## config.mk

```make
export PLATFORM = sky130hd
export DESIGN_NAME = config_port_arbiter
export DESIGN_NICKNAME = d
export VERILOG_FILES = /design/src/rtl/cfg_arb_pkg.sv /design/src/rtl/cfg_arb_timeout.sv /design/src/rtl/config_port_arbiter.sv
export SDC_FILE = /design/constraint.sdc
export NUM_CORES = 1
export LEC_CHECK = 0
export CORE_UTILIZATION = 25
export CTS_BUF_LIST = sky130_fd_sc_hd__clkbuf_8
export CTS_CLUSTER_DIAMETER = 80
export CTS_CLUSTER_SIZE = 28
export DETAILED_ROUTE_END_ITERATION = 16
export PLACE_DENSITY_LB_ADDON = 0.08
export SETUP_SLACK_MARGIN = 0.3
export SLEW_MARGIN = 20
export SYNTH_ARGS = -nofsm -noshare
export SYNTH_HDL_FRONTEND = slang
export SYNTH_SLANG_ARGS = --single-unit
```

## constraint.sdc

```tcl
create_clock -name CLK -period 3.15 [get_ports CLK]
set_input_delay 0.4725 -clock CLK [delete_from_list [all_inputs] [get_ports CLK]]
set_output_delay 0.4725 -clock CLK [all_outputs]
set_load 0.01 [all_outputs]
```

## src/rtl/cfg_arb_pkg.sv

```systemverilog
// Shared types and helpers for the configuration-port arbiter and ConfigFSM.
package cfg_arb_pkg;

    localparam int unsigned CfgDataWidth = 32;
    localparam int unsigned CfgMaxPorts  = 32;

    typedef enum logic [1:0] {
        StIdle,
        StLock,
        StGuard
    } cfg_arb_state_e;

    // Highest set bit wins; returns 0 for an all-zero vector.
    function automatic int unsigned prio_enc(input logic [CfgMaxPorts-1:0] vec);
        int unsigned idx;
        idx = 0;
        for (int unsigned i = 0; i < CfgMaxPorts; i++) begin
            if (vec[i]) idx = i;
        end
        return idx;
    endfunction

endpackage

```

## src/rtl/cfg_arb_timeout.sv

```systemverilog
// Owner-idle counter: expires after Limit consecutive enabled cycles, cleared on clr.
module cfg_arb_timeout #(
    parameter int unsigned Limit = 8
) (
    input  logic clk,
    input  logic rst_n,
    input  logic clr,
    input  logic en,
    output logic expired
);

    localparam int unsigned CntW = (Limit > 1) ? $clog2(Limit) : 1;

    logic [CntW-1:0] cnt_q, cnt_d;

    assign expired = en && (cnt_q == CntW'(Limit - 1));

    always_comb begin
        cnt_d = cnt_q;
        if (clr || expired) begin
            cnt_d = '0;
        end else if (en) begin
            cnt_d = cnt_q + 1'b1;
        end
    end

    always_ff @(posedge clk or negedge rst_n) begin
        if (!rst_n) begin
            cnt_q <= '0;
        end else begin
            cnt_q <= cnt_d;
        end
    end

endmodule

```

## src/rtl/config_port_arbiter.sv

```systemverilog
// Registered, non-preemptive arbiter of NUM_PORTS config sources onto the ConfigFSM write stream.
// Optional preemption by higher-index requesters is enabled with `define CFG_ARB_PREEMPT_EN.
module config_port_arbiter
    import cfg_arb_pkg::*;
#(
    parameter int unsigned NUM_PORTS      = 4,
    parameter int unsigned DATA_WIDTH     = CfgDataWidth,
    parameter int unsigned TIMEOUT_CYCLES = 65535,
    parameter int unsigned CNT_WIDTH      = 16
) (
    input  logic                            CLK,
    input  logic                            resetn,
    input  logic [NUM_PORTS-1:0]            PortActive,
    input  logic [NUM_PORTS-1:0]            PortStrobe,
    input  logic [NUM_PORTS*DATA_WIDTH-1:0] PortData,
    output logic [DATA_WIDTH-1:0]           ConfigWriteData,
    output logic                            ConfigWriteStrobe,
    output logic                            FSM_Reset,
    output logic [NUM_PORTS-1:0]            Grant,
    output logic [CNT_WIDTH-1:0]            WordCount,
    output logic                            DropFlag,
    output logic                            ReceiveLED
);

    localparam int unsigned IdxW = (NUM_PORTS > 1) ? $clog2(NUM_PORTS) : 1;

    cfg_arb_state_e         state_q, state_d;
    logic [IdxW-1:0]        owner_q, owner_d;
    logic [NUM_PORTS-1:0]   grant_q, grant_d;
    logic [DATA_WIDTH-1:0]  data_q, data_d;
    logic                   strobe_q, strobe_d;
    logic                   fsm_reset_q, fsm_reset_d;
    logic [CNT_WIDTH-1:0]   count_q, count_d;
    logic                   drop_q, drop_d;
    logic                   led_q, led_d;

    logic [IdxW-1:0]        req_idx;
    logic [DATA_WIDTH-1:0]  owner_word;
    logic                   owner_strobe;
    logic                   other_strobe;
    logic                   owner_active;
    logic                   preempt;
    logic                   timed_out;

    assign req_idx      = IdxW'(prio_enc(CfgMaxPorts'(PortActive)));
    assign owner_word   = PortData[owner_q*DATA_WIDTH +: DATA_WIDTH];
    assign owner_strobe = |(PortStrobe & grant_q);
    assign other_strobe = |(PortStrobe & ~grant_q);
    assign owner_active = |(PortActive & grant_q);

`ifdef CFG_ARB_PREEMPT_EN
    always_comb begin
        preempt = 1'b0;
        for (int unsigned i = 0; i < NUM_PORTS; i++) begin
            if (i > 32'(owner_q) && PortActive[i]) preempt = 1'b1;
        end
    end
`else
    assign preempt = 1'b0;
`endif

    if (TIMEOUT_CYCLES != 0) begin : g_timeout
        logic to_en;
        logic to_clr;
        // Count only idle owner cycles; any forwarded word restarts the window.
        assign to_en  = (state_q == StLock) && !owner_strobe;
        assign to_clr = (state_q != StLock) || owner_strobe;

        cfg_arb_timeout #(
            .Limit(TIMEOUT_CYCLES)
        ) u_timeout (
            .clk    (CLK),
            .rst_n  (resetn),
            .clr    (to_clr),
            .en     (to_en),
            .expired(timed_out)
        );
    end else begin : g_no_timeout
        assign timed_out = 1'b0;
    end

    always_comb begin
        state_d     = state_q;
        owner_d     = owner_q;
        grant_d     = grant_q;
        data_d      = data_q;
        strobe_d    = 1'b0;
        fsm_reset_d = 1'b0;
        count_d     = count_q;
        drop_d      = drop_q;
        led_d       = led_q;

        case (state_q)
            StIdle: begin
                if (|PortStrobe) drop_d = 1'b1;
                if (|PortActive) begin
                    state_d     = StLock;
                    owner_d     = req_idx;
                    grant_d     = NUM_PORTS'(1) << req_idx;
                    fsm_reset_d = 1'b1;
                    count_d     = '0;
                end
            end
            StLock: begin
                if (other_strobe) drop_d = 1'b1;
                // Forwarding is independent of release so a last-cycle word is never lost.
                if (owner_strobe) begin
                    strobe_d = 1'b1;
                    data_d   = owner_word;
                    led_d    = ~led_q;
                    if (count_q != '1) count_d = count_q + 1'b1;
                end
                if (!owner_active || timed_out || preempt) begin
                    state_d = StGuard;
                    grant_d = '0;
                end
            end
            StGuard: begin
                if (|PortStrobe) drop_d = 1'b1;
                state_d = StIdle;
            end
            default: begin
                state_d = StIdle;
                grant_d = '0;
            end
        endcase
    end

    always_ff @(posedge CLK or negedge resetn) begin
        if (!resetn) begin
            state_q     <= StIdle;
            owner_q     <= '0;
            grant_q     <= '0;
            data_q      <= '0;
            strobe_q    <= 1'b0;
            fsm_reset_q <= 1'b0;
            count_q     <= '0;
            drop_q      <= 1'b0;
            led_q       <= 1'b0;
        end else begin
            state_q     <= state_d;
            owner_q     <= owner_d;
            grant_q     <= grant_d;
            data_q      <= data_d;
            strobe_q    <= strobe_d;
            fsm_reset_q <= fsm_reset_d;
            count_q     <= count_d;
            drop_q      <= drop_d;
            led_q       <= led_d;
        end
    end

    assign ConfigWriteData   = data_q;
    assign ConfigWriteStrobe = strobe_q;
    assign FSM_Reset         = fsm_reset_q;
    assign Grant             = grant_q;
    assign WordCount         = count_q;
    assign DropFlag          = drop_q;
    assign ReceiveLED        = led_q;

endmodule
```

==> impl_metrics.tcl, run 1 <==
set metrics [dict create \
    outcome "finished, final reports clean" \
    clock_insertion_delay_worst_skew_ps 370 \
    ant_nets 0 \
    pwr_density_nw_per_um2 731 \
    diodes 0 \
    wl_per_instance_um 18.2 \
    finalMaxSlewViolations 0 \
    post-route-worst-setup-slack_ps 1050 \
    vias_cell 4.77 \
    place.gp.congestion 0.852 \
    drive_above_1_share_pct 17.4 \
    floorplan.rows 47 \
    cts-htree-levels 3 \
    die-area_um2 17500 \
    postCtsHoldBufs 0 \
    post_layout_nonfiller_instances 767 \
    crit_chain "clkdlybuf4s50_1, nor4_1, nand2b_1, inv_2, nor2_1, inv_1, o211ai_1" \
    synth_commonest_cells "76 x sky130_fd_sc_hd__dfrtp_1, 32 x sky130_fd_sc_hd__mux2_2, 32 x sky130_fd_sc_hd__mux4_2" \
    clockBufferDepth 2 \
    hold_viol_final 0 \
    layout_worst_path_cycle_share_pct 66.8 \
    tritoncts_clock_tree "built" \
    worst-endpoint-required_ps 3440 \
    initial_core_util_pct 25.6 \
    clkSlewWorstSetupHoldPaths_ps 90 \
    area_growth_pct 56.9 \
    crit_path_start "PortActive[3]" \
    grt_first_pass_wirelength_mm 22.1 \
    max_vdd_drop_mv 0.248 \
    startpoint_type_of_the_worst_setup_path "primary input" \
    crit_path_end_kind "flip-flop" \
    synthDominantAreaCellType "sky130_fd_sc_hd__dfrtp_1" \
    dr.pass1.iters 5 \
    synthTopCellsByArea "sky130_fd_sc_hd__dfrtp_1 45%, sky130_fd_sc_hd__mux4_2 17%, sky130_fd_sc_hd__mux2_2 8.5%" \
    skew_ps 11.4 \
    holdCritPathClass "primary input to async pin" \
    num_vias 3659 \
    cts_root_buf "sky130_fd_sc_hd__clkbuf_8" \
    grt_max_degree 77 \
    syn-cell-area_um2 4240 \
    groute.usage.overall_pct 16.5 \
    synthDistinctLibCells 48 \
    setup_viol 0 \
    die_x_um 132 \
    worst_r2r_startpoint "state_q[1]" \
    cts.sink_count 76 \
    floorplan.die.height_um 132 \
    reg2regPathDepth 4 \
    nets 683 \
    synth.yosys.seq_area_share_pct 44.9 \
    synth_top_cell_area_share_pct 44.9 \
    slew_headroom_pct 50.8 \
    grt.overflow.total 0 \
    max_clock_freq_mhz 475 \
    first_global_vias 3791 \
    drt_iter0_drc 196 \
    number_of_fillers_in_the_final_layout 1641 \
    dpl_worst_slack_ps 650 \
    synth-edff-count 0 \
    ys.flop_type "sky130_fd_sc_hd__dfrtp_1" \
    crit_path_max_incr_delay_ps 530 \
    cts_made_buffers 9 \
    post_cts_resize_count 0 \
    syn_inst 352 \
    placed_cells 751 \
    portBuffers 193 \
    cap_violations 0 \
    finalWorstPathRequiredPeriod_ps 2100 \
    number_of_antenna_violations_at_the_first_check_in_global_routing 1 \
    pin_count 194 \
    detail_placement_hpwl_mm 10.2 \
    syn_avg_cell_area_um2 12.0 \
    postSynth.asyncResetShare_pct 100 \
    cp_data_arrival_time_ps 2390 \
    critical_path.top_delay_family "simple AND/OR/NAND/NOR gates" \
    max_slew.worst_pin.slew_ps 738 \
    design.core.area_um2 16600 \
    r2r-end "ConfigWriteData[26]" \
    yosys_warnings 0 \
    path_buf_inv 3 \
    yosysMostFrequentCell "sky130_fd_sc_hd__dfrtp_1" \
    syn_nets 493 \
    grt_setup_unrepaired "no" \
    critPathSlowestCell "sky130_fd_sc_hd__clkdlybuf4s50_1" \
    regToRegSetupSlack_ps 1110 \
    worstPathMaxFanout 9 \
    postRouteWirelength_mm 14.0 \
    static-leakage-power_nw 2.56 \
    synth-seq-cells 76 \
    critPathKind "primary input to flip-flop" \
    fin_setup_tns_ps 0 \
    remaining_drc_errors 0 \
    postCtsSetupRepairBufs 0 \
]
power breakdown:
part	switching, mW	internal (mW)
Sequential	0.248	1.28
Clock	0.398	0.548
Combinational	1.03	1.36
per-layer routing:
layer,GRT usage [%],wire length (µm),up-vias
li1,-,-,1717
met1,21.1,6210,1795
met2,26.6,6510,134
met3,5.65,1080,11
met4,4.21,149,2
met5,0,9,-
kinds of logic after synthesis:
family | Yosys count | share of synthesized area (%)
flip-flops | 76 | 44.9
XOR/XNOR | 14 | 2.89
multiplexers | 64 | 25.5
AND/OR/NAND/NOR | 109 | 13.7
buffers and inverters | 34 | 3.66
AO/OA/AOI/OAI | 52 | 8.47
adder cells (fa/ha/maj) | 3 | 0.886
layout by cell type (no fill, tap or decap), types with 5 or more instances in the layout:
| cell type | synthesis | final |
|---|---|---|
| sky130_fd_sc_hd__and3_1 | 6 | 6 |
| sky130_fd_sc_hd__and4_1 | 7 | 7 |
| sky130_fd_sc_hd__buf_4 | 4 | 7 |
| sky130_fd_sc_hd__clkbuf_8 | 0 | 10 |
| sky130_fd_sc_hd__clkdlybuf4s50_1 | 0 | 192 |
| sky130_fd_sc_hd__dfrtp_1 | 76 | 75 |
| sky130_fd_sc_hd__inv_1 | 12 | 12 |
| sky130_fd_sc_hd__mux2_2 | 32 | 32 |
| sky130_fd_sc_hd__mux4_2 | 32 | 32 |
| sky130_fd_sc_hd__nand2_1 | 18 | 18 |
| sky130_fd_sc_hd__nand3_1 | 13 | 13 |
| sky130_fd_sc_hd__nand4_1 | 9 | 9 |
| sky130_fd_sc_hd__nor2_1 | 31 | 31 |
| sky130_fd_sc_hd__o21ai_0 | 19 | 19 |
| sky130_fd_sc_hd__o31ai_1 | 6 | 6 |
| sky130_fd_sc_hd__xnor2_1 | 5 | 5 |
| sky130_fd_sc_hd__xor2_1 | 9 | 9 |
worst register-to-register path: cells and delay by family (launching register included):
family | cells | cell delay [ps]
flops | 1 | 570
buf+inv | 1 | 410
mux | 1 | 400
simple gates | 1 | 290
compound gates | 1 | 240
stage by stage:
step | utilization (%) | hold WS, ps | power (mW) | instance area [µm²]
floorplan | - | 177 | 2.89 | 4240
global placement | 38.6 | 459 | 3.98 | 6400
detailed placement | 38.6 | 464 | 3.98 | 6400
CTS | 40.1 | 304 | 4.95 | 6650
global route | 40.1 | 195 | 5.17 | 6650
finish | 40.1 | 137 | 4.86 | 6650
final cells by class:
cell class	count	area, µm²	share of cell area, %
flip-flops and latches	76	1900	28.6
multi-input cells	242	2190	32.9
repair buffers	200	1990	29.9
inverters	13	48.8	0.734
clock inverters	6	111	1.67
clock buffers	10	138	2.07
well taps	220	275	4.14
flip-flops by register name, summed over array words and instances (netlist names):
name and flops:
ConfigWriteData 32, WordCount 16, g_timeout.u_timeout.cnt_q 16, Grant 4
owner_q 2, state_q 2, ConfigWriteStrobe 1, DropFlag 1
FSM_Reset 1, ReceiveLED 1
how the worst max path moves through the flow:
| stage | to | slack [ps] | depth (start not counted) |
|---|---|---|---|
| after global placement | Grant[2] | 750 | 6 |
| after global routing | WordCount[10] | 830 | 7 |
| final | WordCount[10] | 1050 | 7 |
| after floorplan | WordCount[13] | 1400 | 6 |
| after CTS | WordCount[10] | 1050 | 7 |
| after detailed placement | WordCount[6] | 650 | 7 |
No activity file was read; power rests on OpenSTA's default activity.
==> run 2, diff against run 1 <==
==> constraint.sdc (replaced) <==
create_clock -name CLK -period 2.1 [get_ports CLK]
set_input_delay 0.315 -clock CLK [delete_from_list [all_inputs] [get_ports CLK]]
set_output_delay 0.315 -clock CLK [all_outputs]
set_load 0.01 [all_outputs]
==> impl_metrics.tcl, run 2 (synthesis gave the netlist of run 1 again) <==
set metrics [dict create \
    critical_path.top_delay_family "buffers and inverters" \
    floorplan.die.height_um 132 \
    nets 711 \
    place.gp.congestion 0.859 \
    cap_violations 0 \
    vias_cell 4.74 \
    finalMaxSlewViolations 0 \
    placed_cells 771 \
    setup_viol 0 \
    worst-endpoint-required_ps 1780 \
    clockBufferDepth 2 \
    cts_root_buf "sky130_fd_sc_hd__clkbuf_8" \
    hold_viol_final 0 \
    crit_path_end_kind "output pin" \
    diodes 0 \
    groute.usage.overall_pct 16.1 \
    layout.core_utilization_pct 41.7 \
    reg2regPathDepth 5 \
    portBuffers 193 \
    die_x_um 132 \
    dpl_worst_slack_ps -28.0 \
    fin_setup_tns_ps 0 \
    crit_chain "clkdlybuf4s50_1" \
    cp_data_arrival_time_ps 1440 \
    worstPathMaxFanout 5 \
    cts_made_buffers 9 \
    area_growth_pct 63.3 \
    remaining_drc_errors 0 \
    max_slew.worst_pin.slew_ps 499 \
    critPathSlowestCell "sky130_fd_sc_hd__clkdlybuf4s50_1" \
    layout_commonest_cell "sky130_fd_sc_hd__clkdlybuf4s50_1" \
    grt_first_pass_wirelength_mm 21.6 \
    critical_path_depth 1 \
    post_layout_nonfiller_instances 795 \
    wl_per_instance_um 17.6 \
    max_vdd_drop_mv 0.400 \
    detail_placement_hpwl_mm 10.6 \
    dr.pass1.iters 4 \
    cts.sink_count 76 \
    initial_core_util_pct 25.6 \
    layout_worst_path_cycle_share_pct 83.7 \
    floorplan.rows 47 \
    number_of_antenna_violations_at_the_first_check_in_global_routing 1 \
    design.core.area_um2 16600 \
    postRouteWirelength_mm 14.0 \
    number_of_fillers_in_the_final_layout 1590 \
    slew_headroom_pct 66.7 \
    clkSlewWorstSetupHoldPaths_ps 80 \
    path_buf_inv 1 \
    die-area_um2 17500 \
    grt.overflow.total 0 \
    outcome "finished, final reports clean" \
    critPathKind "flip-flop to output pin" \
    grt_setup_unrepaired "yes" \
    num_vias 3772 \
    pin_count 194 \
    drive_above_1_share_pct 23.0 \
    highest_count_cells_in_the_layout_ignoring_fill_and_taps "192 x sky130_fd_sc_hd__clkdlybuf4s50_1, 69 x sky130_fd_sc_hd__dfrtp_1, 32 x sky130_fd_sc_hd__mux4_2, 32 x sky130_fd_sc_hd__mux2_2" \
    cts-htree-levels 3 \
    post-route-worst-setup-slack_ps 343 \
    clock_insertion_delay_worst_skew_ps 370 \
    first_global_vias 3761 \
    tritoncts_clock_tree "built" \
    flip_flop_count_of_the_largest_register_after_layout 32 \
    finalWorstPathRequiredPeriod_ps 1760 \
    skew_ps 9.48 \
    pwr_density_nw_per_um2 1090 \
    crit_path_max_incr_delay_ps 630 \
    max_clock_freq_mhz 569 \
    startpoint_type_of_the_worst_setup_path "flip-flop" \
    static-leakage-power_nw 2.70 \
    holdCritPathClass "primary input to async pin" \
    drt_iter0_drc 187 \
    grt_max_degree 42 \
    ant_nets 0 \
]
## run 2: worst paths after layout
check,slack [ps],start,endpoint
setup reg to reg,370,g_timeout.u_timeout.cnt_q[4],Grant[1]
setup / recovery,340,Grant[0],Grant[0]
hold reg to reg,480,ReceiveLED,ReceiveLED
min in group CLK,480,ReceiveLED,ReceiveLED
max in group asynchronous,1050,resetn,owner_q[0]
hold / removal,440,resetn,WordCount[0]
## run 2: where the power goes
part | leakage, nW | internal (mW) | switching (mW)
Sequential | 0.963 | 1.92 | 0.313
Clock | 0.113 | 0.785 | 0.588
Combinational | 1.62 | 2.27 | 1.66
## run 2: cell type report
| class | count | area [µm²] | area share (%) |
|---|---|---|---|
| clock inverters | 7 | 116 | 1.68 |
| clock buffers | 9 | 124 | 1.79 |
| flip-flops and latches | 76 | 1910 | 27.6 |
| multi-input cells | 242 | 2210 | 32.0 |
| repair buffers | 228 | 2230 | 32.2 |
| well taps | 220 | 275 | 3.98 |
| inverters | 13 | 48.8 | 0.705 |
## run 2: per-layer routing
layer / vias up / track usage [%] / part of all wire, % / routed length, µm
met5: - / 0 / 0.064 / 9
met4: 2 / 5.94 / 1.4 / 202
met3: 14 / 4.04 / 7.6 / 1060
met2: 157 / 25.3 / 47 / 6540
met1: 1822 / 21.3 / 44 / 6150
li1: 1777 / - / - / -
## run 2: what timing repair did
item / 4_1_cts / 5_1_grt
endpoints found under the setup margin: 7 / 52
pin swaps: 1 / 1
hold buffers: 1 / 0
resized for setup: 3 / 13
hold endpoints to repair: 35 / 0
buffers inserted: 0 / 7
## run 2: per-stage QoR
stage / power [mW] / hold slack, ps / instance area, µm²
3_3_place_gp: 6.18 / 325 / 6570
2_1_floorplan: 4.34 / 19.4 / 4240
3_5_place_dp: 6.19 / 320 / 6570
4_1_cts: 7.62 / 451 / 6840
6_report: 7.54 / 443 / 6920
5_1_grt: 8.00 / 497 / 6920
